[src/rtl/ctrl_fsm_if.sv]
// Control bundle between the instruction controller and the datapath.
// Latency: none; wires only.
// Backpressure: none; run is a level permit and is sampled by the controller.
//
// master: the controller. It reads run/inst/breq/brlt and drives the datapath
//         controls, status and the retired-instruction count.
// slave : the datapath side, with the directions mirrored.
interface ctrl_fsm_if #(
    parameter int INST_WIDTH = 32
);
    // datapath -> controller
    logic                  run;
    logic [INST_WIDTH-1:0] inst;
    logic                  breq;
    logic                  brlt;

    // controller -> datapath
    logic                  ena_pc;
    logic                  pcsel;
    logic                  brun;
    logic                  bsel;
    logic                  asel;
    logic                  memrw;
    logic [1:0]            regwen;
    logic [2:0]            immsel;
    logic [1:0]            wbsel;
    logic [3:0]            alusel;

    // status
    logic                  busy;
    logic [2:0]            state;
    logic [31:0]           instret;
    logic                  illegal;

    modport master (
        input  run, inst, breq, brlt,
        output ena_pc, pcsel, brun, bsel, asel, memrw,
        output regwen, immsel, wbsel, alusel,
        output busy, state, instret, illegal
    );

    modport slave (
        output run, inst, breq, brlt,
        input  ena_pc, pcsel, brun, bsel, asel, memrw,
        input  regwen, immsel, wbsel, alusel,
        input  busy, state, instret, illegal
    );
endinterface

[src/rtl/ctrl_fsm.sv]
// Multi-cycle RV32I instruction controller: sequences FETCH/DECODE/EXEC[/MEM] and decodes datapath controls.
// Latency: 3 cycles (FETCH..EXEC) for non-memory ops, 4 cycles for load/store; controls are combinational on state+inst.
// Backpressure: none; run=0 holds the controller in IDLE, and an in-flight instruction always completes first.
//
// Ports:
//   clk   - single clock, rising edge
//   rst_  - asynchronous active-low reset; aborts any instruction with no write and no PC update
//   bus   - ctrl_fsm_if.master: run/inst/breq/brlt in; ena_pc, pcsel, brun, bsel, asel, memrw,
//           regwen[1:0], immsel[2:0], wbsel[1:0], alusel[3:0], busy, state[2:0], instret[31:0], illegal out
//
// Build option CTRL_FSM_ILLEGAL_TRAP_EN: when defined, an unrecognised opcode seen in DECODE parks the
// controller in TRAP with a sticky illegal flag until reset. When undefined, such an instruction runs as a
// 3-cycle NOP (PC+4, no writes, instret counts it), illegal is tied 0 and TRAP is unreachable.
module ctrl_fsm #(
    parameter int INST_WIDTH   = 32,
    parameter int OPCODE_WIDTH = 5
) (
    input  logic        clk,
    input  logic        rst_,
    ctrl_fsm_if.master  bus
);

    typedef enum logic [2:0] {
        S_IDLE   = 3'd0,
        S_FETCH  = 3'd1,
        S_DECODE = 3'd2,
        S_EXEC   = 3'd3,
        S_MEM    = 3'd4,
        S_TRAP   = 3'd5
    } state_t;

    // Major opcodes, inst[6:2]
    localparam logic [OPCODE_WIDTH-1:0] OPC_LOAD   = OPCODE_WIDTH'(5'b00000);
    localparam logic [OPCODE_WIDTH-1:0] OPC_OPIMM  = OPCODE_WIDTH'(5'b00100);
    localparam logic [OPCODE_WIDTH-1:0] OPC_AUIPC  = OPCODE_WIDTH'(5'b00101);
    localparam logic [OPCODE_WIDTH-1:0] OPC_STORE  = OPCODE_WIDTH'(5'b01000);
    localparam logic [OPCODE_WIDTH-1:0] OPC_OP     = OPCODE_WIDTH'(5'b01100);
    localparam logic [OPCODE_WIDTH-1:0] OPC_LUI    = OPCODE_WIDTH'(5'b01101);
    localparam logic [OPCODE_WIDTH-1:0] OPC_BRANCH = OPCODE_WIDTH'(5'b11000);
    localparam logic [OPCODE_WIDTH-1:0] OPC_JALR   = OPCODE_WIDTH'(5'b11001);
    localparam logic [OPCODE_WIDTH-1:0] OPC_JAL    = OPCODE_WIDTH'(5'b11011);

    localparam logic [2:0] IMM_I = 3'd0;
    localparam logic [2:0] IMM_S = 3'd1;
    localparam logic [2:0] IMM_B = 3'd2;
    localparam logic [2:0] IMM_U = 3'd3;
    localparam logic [2:0] IMM_J = 3'd4;

    localparam logic [1:0] WB_MEM = 2'b00;
    localparam logic [1:0] WB_ALU = 2'b01;
    localparam logic [1:0] WB_PC4 = 2'b10;

    localparam logic [3:0] ALU_ADD   = 4'd0;
    localparam logic [3:0] ALU_SUB   = 4'd1;
    localparam logic [3:0] ALU_SLL   = 4'd2;
    localparam logic [3:0] ALU_SLT   = 4'd3;
    localparam logic [3:0] ALU_SLTU  = 4'd4;
    localparam logic [3:0] ALU_XOR   = 4'd5;
    localparam logic [3:0] ALU_SRL   = 4'd6;
    localparam logic [3:0] ALU_SRA   = 4'd7;
    localparam logic [3:0] ALU_OR    = 4'd8;
    localparam logic [3:0] ALU_AND   = 4'd9;
    localparam logic [3:0] ALU_PASSB = 4'd10;

    state_t      cur_state;
    logic [31:0] instret_q;

    // ------------------------------------------------------------------
    // Instruction field decode
    // ------------------------------------------------------------------
    logic [OPCODE_WIDTH-1:0] opcode;
    logic [2:0]              funct3;
    logic                    alt;      // inst[30]: SUB / SRA selector
    logic                    quad_ok;  // 32-bit encoding (inst[1:0] == 11)

    assign opcode  = bus.inst[OPCODE_WIDTH+1:2];
    assign funct3  = bus.inst[14:12];
    assign alt     = bus.inst[30];
    assign quad_ok = (bus.inst[1:0] == 2'b11);

    // Register numbers and immediate bits are consumed by the datapath, not here.
    logic unused_inst_bits;
    assign unused_inst_bits = ^{bus.inst[INST_WIDTH-1:31], bus.inst[29:15], bus.inst[11:7]};

    logic is_load, is_store, is_branch, is_jalr, is_jal;
    logic is_opimm, is_op, is_auipc, is_lui;
    logic mem_op, writes_rd, br_taken;

    assign is_load   = quad_ok && (opcode == OPC_LOAD);
    assign is_store  = quad_ok && (opcode == OPC_STORE);
    assign is_branch = quad_ok && (opcode == OPC_BRANCH);
    assign is_jalr   = quad_ok && (opcode == OPC_JALR);
    assign is_jal    = quad_ok && (opcode == OPC_JAL);
    assign is_opimm  = quad_ok && (opcode == OPC_OPIMM);
    assign is_op     = quad_ok && (opcode == OPC_OP);
    assign is_auipc  = quad_ok && (opcode == OPC_AUIPC);
    assign is_lui    = quad_ok && (opcode == OPC_LUI);

    assign mem_op    = is_load || is_store;
    assign writes_rd = is_op || is_opimm || is_lui || is_auipc || is_jal || is_jalr || is_load;

`ifdef CTRL_FSM_ILLEGAL_TRAP_EN
    logic known;
    assign known = is_load || is_store || is_branch || is_jalr || is_jal ||
                   is_opimm || is_op || is_auipc || is_lui;
`endif

    // Branch resolution from the comparator flags; funct3 010/011 are not
    // branches and resolve as not-taken.
    always_comb begin
        br_taken = 1'b0;
        case (funct3)
            3'b000:  br_taken =  bus.breq;   // BEQ
            3'b001:  br_taken = !bus.breq;   // BNE
            3'b100:  br_taken =  bus.brlt;   // BLT
            3'b101:  br_taken = !bus.brlt;   // BGE
            3'b110:  br_taken =  bus.brlt;   // BLTU
            3'b111:  br_taken = !bus.brlt;   // BGEU
            default: br_taken = 1'b0;
        endcase
    end

    // OP and OP-IMM share the funct3 map; inst[30] means SUB only for OP
    // (for ADDI it is an immediate bit), but it selects SRA for both.
    function automatic logic [3:0] alu_decode(input logic [2:0] f3, input logic a30, input logic reg_form);
        logic [3:0] sel;
        sel = ALU_ADD;
        case (f3)
            3'b000:  sel = (a30 && reg_form) ? ALU_SUB : ALU_ADD;
            3'b001:  sel = ALU_SLL;
            3'b010:  sel = ALU_SLT;
            3'b011:  sel = ALU_SLTU;
            3'b100:  sel = ALU_XOR;
            3'b101:  sel = a30 ? ALU_SRA : ALU_SRL;
            3'b110:  sel = ALU_OR;
            default: sel = ALU_AND;
        endcase
        return sel;
    endfunction

    // ------------------------------------------------------------------
    // Control outputs: decode of registered state plus the current inst.
    // IDLE and TRAP drive everything to 0, so reset clears the controls
    // the moment the state register is forced to IDLE.
    // ------------------------------------------------------------------
    logic       ena_pc_w;
    logic       active;
    logic       final_cyc;

    assign active = (cur_state == S_FETCH) || (cur_state == S_DECODE) ||
                    (cur_state == S_EXEC)  || (cur_state == S_MEM);

    // MEM is only entered for load/store, so it is always the final cycle.
    assign final_cyc = ((cur_state == S_EXEC) && !mem_op) || (cur_state == S_MEM);
    assign ena_pc_w  = final_cyc;

    always_comb begin
        bus.pcsel  = 1'b0;
        bus.brun   = 1'b0;
        bus.bsel   = 1'b0;
        bus.asel   = 1'b0;
        bus.memrw  = 1'b0;
        bus.regwen = 2'b00;
        bus.immsel = IMM_I;
        bus.wbsel  = 2'b00;
        bus.alusel = ALU_ADD;

        if (active) begin
            if (is_store)                bus.immsel = IMM_S;
            else if (is_branch)          bus.immsel = IMM_B;
            else if (is_lui || is_auipc) bus.immsel = IMM_U;
            else if (is_jal)             bus.immsel = IMM_J;
            else                         bus.immsel = IMM_I;

            if (is_load)                 bus.wbsel = WB_MEM;
            else if (is_jal || is_jalr)  bus.wbsel = WB_PC4;
            else                         bus.wbsel = WB_ALU;

            if (is_op || is_opimm)       bus.alusel = alu_decode(funct3, alt, is_op);
            else if (is_lui)             bus.alusel = ALU_PASSB;
            else                         bus.alusel = ALU_ADD;

            bus.asel = is_auipc || is_jal || is_branch;
            bus.bsel = !is_op;
            bus.brun = is_branch && funct3[1];

            bus.regwen = {1'b0, final_cyc && writes_rd};
            bus.memrw  = (cur_state == S_MEM) && is_store;
            bus.pcsel  = (cur_state == S_EXEC) &&
                         (is_jal || is_jalr || (is_branch && br_taken));
        end
    end

    assign bus.ena_pc  = ena_pc_w;
    assign bus.busy    = active;
    assign bus.state   = cur_state;
    assign bus.instret = instret_q;

    // ------------------------------------------------------------------
    // State register, retired-instruction counter, illegal flag
    // ------------------------------------------------------------------
`ifdef CTRL_FSM_ILLEGAL_TRAP_EN
    logic illegal_q;
    assign bus.illegal = illegal_q;
`else
    assign bus.illegal = 1'b0;
`endif

    always_ff @(posedge clk or negedge rst_) begin
        if (!rst_) begin
            cur_state <= S_IDLE;
            instret_q <= 32'd0;
`ifdef CTRL_FSM_ILLEGAL_TRAP_EN
            illegal_q <= 1'b0;
`endif
        end else begin
            // Wraps 0xFFFFFFFF -> 0 by natural overflow.
            if (ena_pc_w) begin
                instret_q <= instret_q + 32'd1;
            end

            case (cur_state)
                S_IDLE: begin
                    if (bus.run) cur_state <= S_FETCH;
                end
                S_FETCH: begin
                    cur_state <= S_DECODE;
                end
                S_DECODE: begin
`ifdef CTRL_FSM_ILLEGAL_TRAP_EN
                    if (!known) begin
                        cur_state <= S_TRAP;
                        illegal_q <= 1'b1;
                    end else begin
                        cur_state <= S_EXEC;
                    end
`else
                    cur_state <= S_EXEC;
`endif
                end
                S_EXEC: begin
                    if (mem_op)       cur_state <= S_MEM;
                    else if (bus.run) cur_state <= S_FETCH;
                    else              cur_state <= S_IDLE;
                end
                S_MEM: begin
                    cur_state <= bus.run ? S_FETCH : S_IDLE;
                end
                S_TRAP: begin
                    // Only reset leaves TRAP.
                    cur_state <= S_TRAP;
                end
                default: begin
                    cur_state <= S_IDLE;
                end
            endcase
        end
    end

endmodule

[src/flat_wrapper.sv]
// flat-port wrapper written by rule: the top's interface ports become plain ports
module ctrl_fsm_flat 
#(
    parameter int INST_WIDTH   = 32,
    parameter int OPCODE_WIDTH = 5
)
  (clk, rst_, bus_run, bus_inst, bus_breq, bus_brlt, bus_ena_pc, bus_pcsel, bus_brun, bus_bsel, bus_asel, bus_memrw, bus_regwen, bus_immsel, bus_wbsel, bus_alusel, bus_busy, bus_state, bus_instret, bus_illegal);
  ctrl_fsm_if #(.INST_WIDTH(INST_WIDTH)) bus_i ();
  input  logic clk;
  input  logic rst_;
  input wire logic [$bits(bus_i.run)-1:0] bus_run;
  input wire logic [$bits(bus_i.inst)-1:0] bus_inst;
  input wire logic [$bits(bus_i.breq)-1:0] bus_breq;
  input wire logic [$bits(bus_i.brlt)-1:0] bus_brlt;
  output wire logic [$bits(bus_i.ena_pc)-1:0] bus_ena_pc;
  output wire logic [$bits(bus_i.pcsel)-1:0] bus_pcsel;
  output wire logic [$bits(bus_i.brun)-1:0] bus_brun;
  output wire logic [$bits(bus_i.bsel)-1:0] bus_bsel;
  output wire logic [$bits(bus_i.asel)-1:0] bus_asel;
  output wire logic [$bits(bus_i.memrw)-1:0] bus_memrw;
  output wire logic [$bits(bus_i.regwen)-1:0] bus_regwen;
  output wire logic [$bits(bus_i.immsel)-1:0] bus_immsel;
  output wire logic [$bits(bus_i.wbsel)-1:0] bus_wbsel;
  output wire logic [$bits(bus_i.alusel)-1:0] bus_alusel;
  output wire logic [$bits(bus_i.busy)-1:0] bus_busy;
  output wire logic [$bits(bus_i.state)-1:0] bus_state;
  output wire logic [$bits(bus_i.instret)-1:0] bus_instret;
  output wire logic [$bits(bus_i.illegal)-1:0] bus_illegal;
  assign bus_i.run = bus_run;
  assign bus_i.inst = bus_inst;
  assign bus_i.breq = bus_breq;
  assign bus_i.brlt = bus_brlt;
  assign bus_ena_pc = bus_i.ena_pc;
  assign bus_pcsel = bus_i.pcsel;
  assign bus_brun = bus_i.brun;
  assign bus_bsel = bus_i.bsel;
  assign bus_asel = bus_i.asel;
  assign bus_memrw = bus_i.memrw;
  assign bus_regwen = bus_i.regwen;
  assign bus_immsel = bus_i.immsel;
  assign bus_wbsel = bus_i.wbsel;
  assign bus_alusel = bus_i.alusel;
  assign bus_busy = bus_i.busy;
  assign bus_state = bus_i.state;
  assign bus_instret = bus_i.instret;
  assign bus_illegal = bus_i.illegal;
  ctrl_fsm #(.INST_WIDTH(INST_WIDTH), .OPCODE_WIDTH(OPCODE_WIDTH)) u_core (.clk(clk), .rst_(rst_), .bus(bus_i));
endmodule
[config.mk]
export PLATFORM = sky130hd
export DESIGN_NAME = ctrl_fsm_flat
export DESIGN_NICKNAME = d
export VERILOG_FILES = /design/src/rtl/ctrl_fsm_if.sv /design/src/rtl/ctrl_fsm.sv /design/src/flat_wrapper.sv
export SDC_FILE = /design/constraint.sdc
export NUM_CORES = 1
export LEC_CHECK = 0
export CAP_MARGIN = 10
export CORE_MARGIN = 1.5
export CORE_UTILIZATION = 42
export CTS_CLUSTER_DIAMETER = 50
export DETAILED_ROUTE_END_ITERATION = 16
export PLACE_DENSITY = 0.87
export SLEW_MARGIN = 40
export SYNTH_ARGS = -nofsm -noshare
export SYNTH_HDL_FRONTEND = slang
export SYNTH_SLANG_ARGS = --single-unit
[constraint.sdc]
create_clock -name clk -period 2.1 [get_ports clk]
set_input_delay 0.42 -clock clk [delete_from_list [all_inputs] [get_ports clk]]
set_output_delay 0.42 -clock clk [all_outputs]
set_load 0.01 [all_outputs]
==> results of run 1 <==
[where the power goes]
group          total (uW)  internal (uW)  switching, uW
Sequential            871            760            111
Clock                 530            299            231
Combinational         967            522            445
[logic make-up after synthesis]
| group | synth area share |
|---|---|
| multiplexers | 0.0155 |
| XOR/XNOR | 0.152 |
| other | 0.00185 |
| flip-flops | 0.433 |
| AO/OA/AOI/OAI | 0.0798 |
| buffers and inverters | 0.0458 |
| adder cells (fa/ha/maj) | 0.00618 |
| AND/OR/NAND/NOR | 0.267 |
[flip-flops by register name, indices dropped and copies added (netlist names)]
name and cells:
u_core.bus.instret 32, u_core.bus.state 3
[layout make-up]
| cell class | instances | share of cell area |
|---|---|---|
| Multi-Input combinational cell | 158 | 0.363 |
| Clock buffer | 8 | 0.0334 |
| Timing Repair Buffer | 98 | 0.286 |
| Sequential cell | 35 | 0.292 |
| Inverter | 3 | 0.00375 |
| Tap cell | 54 | 0.0225 |
[routing by layer]
layer  track usage  wire (um)  share of wire
met1         0.232       2090           0.40
met2         0.342       2650           0.51
met3        0.0556        440          0.084
met4        0.0901         32         0.0061
met5             0          0              0
[cell usage in the layout (no fill, tap or decap), types with 2 or more instances in the layout]
cell type        instances
nand2_1                 25
dfrtp_1                 35
dlygate4sd2_1            7
o21ai_0                  4
clkdlybuf4s50_1         39
clkdlybuf4s15_1          5
and3_1                   8
inv_1                    3
o21a_1                   3
and2_1                   2
nand3_1                 18
nand4_1                 10
nor2_2                   2
clkbuf_8                 7
nor2_4                   2
buf_4                   28
a21oi_1                  7
xor2_1                   5
and4_1                   2
nor2_1                  10
mux2i_1                  2
nor3_2                   2
xnor2_1                 30
clkbuf_2                 6
conb_1                   2
buf_2                    8
nand4b_1                 2
buf_12                   2
[per-stage QoR]
stage | total power (uW) | setup TNS, ns | std cells | worst slack [ns]
6_report | 2370 | 0 | 356 | 0.0744
5_1_grt | 2510 | -0.0172 | 356 | -0.00710
4_1_cts | 2380 | 0 | 355 | 0.000594
3_5_place_dp | 1850 | -11.40 | 344 | -0.609
3_3_place_gp | 1820 | -10.07 | 344 | -0.575
2_1_floorplan | 1300 | 0 | 207 | 0.00654
[final timing paths]
kind	end	slack (ns)	start	cells after the start
hold reg to reg	u_core.bus.instret[31]$_DFFE_PN0N_	0.47	u_core.bus.instret[31]$_DFFE_PN0N_	1
setup / recovery	bus_pcsel	0.07	bus_brlt	6
setup reg to reg	u_core.bus.instret[30]$_DFFE_PN0N_	0.20	u_core.bus.instret[6]$_DFFE_PN0N_	5
hold / removal	u_core.bus.instret[31]$_DFFE_PN0N_	0.47	u_core.bus.instret[31]$_DFFE_PN0N_	1
max in group asynchronous	u_core.bus.instret[9]$_DFFE_PN0N_	1.25	rst_	2
min in group asynchronous	u_core.bus.instret[27]$_DFFE_PN0N_	0.55	rst_	2
[timing repair]
| item | in CTS | in global routing |
|---|---|---|
| hold buffers | 0 | 0 |
| pin swaps | 9 | 10 |
| buffers inserted | 3 | 1 |
| cloned | 0 | 0 |
| resized for setup | 63 | 17 |
| setup endpoints to repair | 17 | 15 |
==> qor.csv, run 1 <==
stage,metric,value,unit
run_status,status,finished clean,
setup_path,cp_max_fo,1,
logic_synthesis,yosys.area.top_type,dfrtp_1,
finish,ff_latch_area,876,um2
logic_synthesis,yosys.area.top_type_share,0.433,
setup_path,worstPathCellList,"clkdlybuf4s50_1, xor2_1, a22oi_1, nor2_1, o2111a_1, buf_2",
floorplanning,rows,25,
sta,finalSetupViolCount,0,
sta,fmax,494,MHz
floorplanning,dieArea,5240,um2
cts,clk_latency,0.28,ns
setup_path,end_kind,output pin,
floorplanning,die_x,72.4,um
floorplanning,core,4690,um2
min_path,hold_class,reg -> reg,
floorplanning,initial_utilization,0.431,
finish,layout-drive-gt1-share,0.235,
grt,grt_pass1_vias,1742,
grt,grt_max_degree,36,
route,viasPerCell,5.30,
placement,gp_congestion,0.986,
logic_synthesis,synthTopCellsByCount,"dfrtp_1 (35), xnor2_1 (30), nand2_1 (26)",
setup_path,critical_path_class,in -> out,
setup_path,slowest_stage,clkdlybuf4s50_1,
finish,multiInputGateArea,1090,um2
logic_synthesis,ys_seq_elements,35,
finish,diodes,0,
placement,dpl-instance-area,2910,um2
cts,clkTransAtPathRegs,0.07,ns
cts,cts_buffer_depth,2,
finish,fill_cells,404,
placement,place_hpwl,3680,um
logic_synthesis,synth_enable_flop_cells,0,
grt,overflow,0,
logic_synthesis,syn_area,2020,um2
grt,antenna_found_initial,0,
setup_path,crit_arrival,1.61,ns
pwr,p_leak,0.00132,uW
logic_synthesis,syn_inst,206,
finish,fin_util,0.639,
cts,cts_made_buffers,5,
grt,globalRouteTotalUtil,0.199,
cts,cts_root_buf,clkbuf_8,
floorplanning,io_pins,91,
route,routed_wl,5220,um
sta,period_share,0.965,
sta,finalMaxSlewViolations,0,
pwr,vdd_drop_max,0.000571,V
pwr,cellPowerDensity,789,nW/um2
finish,area_delta_synth_final,48.3,%
setup_path,crit_family,buffers and inverters,
route,drtAntennaViolNets,0,
finish,finalInstanceArea,3000,um2
setup_path,crit_buf_inv,2,
finish,nets,339,
sta,finClkSkew,0.00143,ns
sta,holdWs,0.474,ns
route,drtPass1Iterations,4,
sta,hold_violations,0,
grt,grt_pass1_wl,7980,um
cts,cts_tree,built,
route,wl_per_cell,14.7,um
logic_synthesis,yosysMostFrequentCell,dfrtp_1,
route,drtIter0Drc,54,
logic_synthesis,syn-mean-instance-area,9.82,um2
floorplanning,die_y,72.4,um
placement,io_buffers,67,
setup_path,crit_required,1.68,ns
route,num_vias,1887,
job,drv_cap,0,
logic_synthesis,synth_cell_types,44,
setup_path,worstSetupStartpointType,input port,
logic_synthesis,ys_seq_area_frac,0.433,
cts,cts.sinks,35,
logic_synthesis,async_flop_share,1.00,
setup_path,max_stage_delay,0.41,ns
logic_synthesis,synthFlopType,dfrtp_1,
logic_synthesis,yosys_warnings,0,
sta,fin_crit,2.03,ns
cts,htreeDepth,2,
logic_synthesis,synthTopCellsByArea,"dfrtp_1 (43%), xnor2_1 (13%), nand2_1 (4.8%)",
route,drc,0,
(Power assumes the default switching activity.)
==> run 2: changes to the inputs <==
CORE_UTILIZATION = 37   (was 42)
PLACE_DENSITY = 0.78   (was 0.87)
==> run 2 against run 1 <==
  * Die area is 13% higher
  * Global-route usage is 1.6 points lower
  * Via count is 0.26% higher
  * Combinational power is 0.8% lower
  * Count of clock-buffer cells in the layout is 2 lower
  * Largest cell class unchanged
==> qor.csv, run 2 (synthesized netlist as in run 1, its figures left out) <==
stage,metric,value,unit
route,drtPass1Iterations,4,
cts,clkTransAtPathRegs,0.07,ns
setup_path,cp_max_fo,3,
sta,finalSetupTns,0,ns
grt,antenna_found_initial,0,
route,drtAntennaViolNets,0,
floorplanning,core,5200,um2
setup_path,r2r_cells,5,
placement,place_hpwl,3620,um
finish,fill_cells,476,
cts,cts_root_buf,clkbuf_8,
pwr,finalPower,2460,uW
route,drc,0,
floorplanning,die_y,76.9,um
run_status,status,finished clean,
cts,cts_buffer_depth,2,
cts,cts.sinks,35,
finish,stdcell_count,378,
route,num_vias,1892,
floorplanning,rows,26,
grt,overflow,0,
setup_path,crit_family,simple AND/OR/NAND/NOR gates,
finish,nets,345,
setup_path,worstPathCellList,"buf_2, nand4b_1, or2_4, nor2_2, nand2_1, a21oi_2, buf_2",
setup_path,max_stage_delay,0.31,ns
setup_path,cp_common_cell,buf_2,
sta,finalSetupViolCount,0,
finish,finalInstanceArea,3090,um2
placement,gp_congestion,0.835,
grt,grt_pass1_vias,1907,
grt,globalRouteTotalUtil,0.183,
pwr,vdd_drop_max,0.000767,V
grt,grt_pass1_wl,8610,um
finish,largest_register_ffs,32,
placement,post-place-ws,-0.664,ns
setup_path,critical_path_class,in -> out,
setup_path,slowest_stage,or2_4,
min_path,min_path_cells,1,
floorplanning,io_pins,91,
cts,cts_made_buffers,5,
setup_path,end_kind,output pin,
sta,hold_violations,0,
job,drv_cap,0,
setup_path,crit_required,1.68,ns
placement,placedCellCount,359,
placement,dpl-instance-area,2920,um2
setup_path,path_depth,7,
finish,multiInputGateArea,1110,um2
sta,finClkSkew,0.00317,ns
sta,fin_ws,0.0572,ns
grt,grt_max_degree,36,
sta,fmax,490,MHz
cts,cts_tree,built,
finish,area_delta_synth_final,52.9,%
finish,layout_common_cells,"clkdlybuf4s50_1 (40), dfrtp_1 (35), buf_4 (31)",
cts,clk_latency,0.29,ns
setup_path,worstSetupStartpointType,input port,
floorplanning,die_x,76.9,um
cts,htreeDepth,2,
sta,fin_crit,2.04,ns
pwr,cellPowerDensity,794,nW/um2
route,routed_wl,5300,um
route,wl_per_cell,14.0,um
setup_path,crit_buf_inv,2,
sta,period_share,0.973,
placement,io_buffers,67,
floorplanning,initial_utilization,0.389,
finish,layout-drive-gt1-share,0.279,
route,viasPerCell,5.01,
finish,ff_latch_area,876,um2
setup_path,crit_arrival,1.62,ns
sta,finalMaxSlewViolations,0,
pwr,p_leak,0.00136,uW
finish,diodes,0,
floorplanning,dieArea,5920,um2
route,drtIter0Drc,68,
finish,final_common_cell,clkdlybuf4s50_1,
min_path,hold_class,reg -> reg,
==> run 2: cell count changes in the layout (fill, tap and decap cells not counted), moves of 3 or more <==
| cell | before | now |
|---|---|---|
| buf_2 | 8 | 12 |
| buf_4 | 28 | 31 |
| buf_6 | 1 | 4 |
| clkdlybuf4s15_1 | 5 | 2 |
| nand2_1 | 25 | 22 |
| nand2_2 | 1 | 4 |
==> run 2: report_power, final <==
group / internal [uW] / leakage, uW / switching, uW
registers: 760 / 0.000472 / 110
logic: 505 / 0.000826 / 454
clock network: 384 / 0.0000612 / 245
total: 1650 / 0.00136 / 808
==> run 2: through the flow <==
| stage | hold slack, ns | utilization |
|---|---|---|
| global placement | 0.466 | 0.562 |
| finish | 0.486 | 0.594 |
| CTS | 0.498 | 0.596 |
| detailed placement | 0.485 | 0.562 |
| floorplan | 0.124 | - |
| global route | 0.522 | 0.594 |
==> run 2: repair_timing <==
action	4_1_cts	5_1_grt
hold endpoints to repair	0	0
setup buffers	10	2
hold buffers	0	0
pin swaps	12	9
resized for setup	74	22
setup endpoints to repair	17	15
==> run 2: worst paths after layout <==
path,from,endpoint,slack [ns]
setup / recovery,bus_inst[6],bus_alusel[3],0.06
setup reg to reg,u_core.bus.instret[6]$_DFFE_PN0N_,u_core.bus.instret[28]$_DFFE_PN0N_,0.21
hold / removal,u_core.bus.instret[30]$_DFFE_PN0N_,u_core.bus.instret[30]$_DFFE_PN0N_,0.49
max in group asynchronous,rst_,u_core.bus.instret[0]$_DFFE_PN0N_,1.25
min in group asynchronous,rst_,u_core.bus.instret[25]$_DFFE_PN0N_,0.54
hold reg to reg,u_core.bus.instret[30]$_DFFE_PN0N_,u_core.bus.instret[30]$_DFFE_PN0N_,0.49
==> run 2: area by class of cell <==
class,count,share of cell area
clock inverter,2,0.0113
multi-input combinational,158,0.359
tap,70,0.0283
timing repair buffer,104,0.288
sequential,35,0.283
clock buffer,6,0.0267
inverter,3,0.00364
==> run 2: routing by layer <==
| layer | share of wire | vias to the layer above | track usage |
|---|---|---|---|
| li1 | - | 910 | - |
| met1 | 0.43 | 905 | 0.218 |
| met2 | 0.47 | 68 | 0.312 |
| met3 | 0.077 | 9 | 0.0560 |
| met4 | 0.015 | 0 | 0.0611 |
| met5 | 0 | - | 0 |
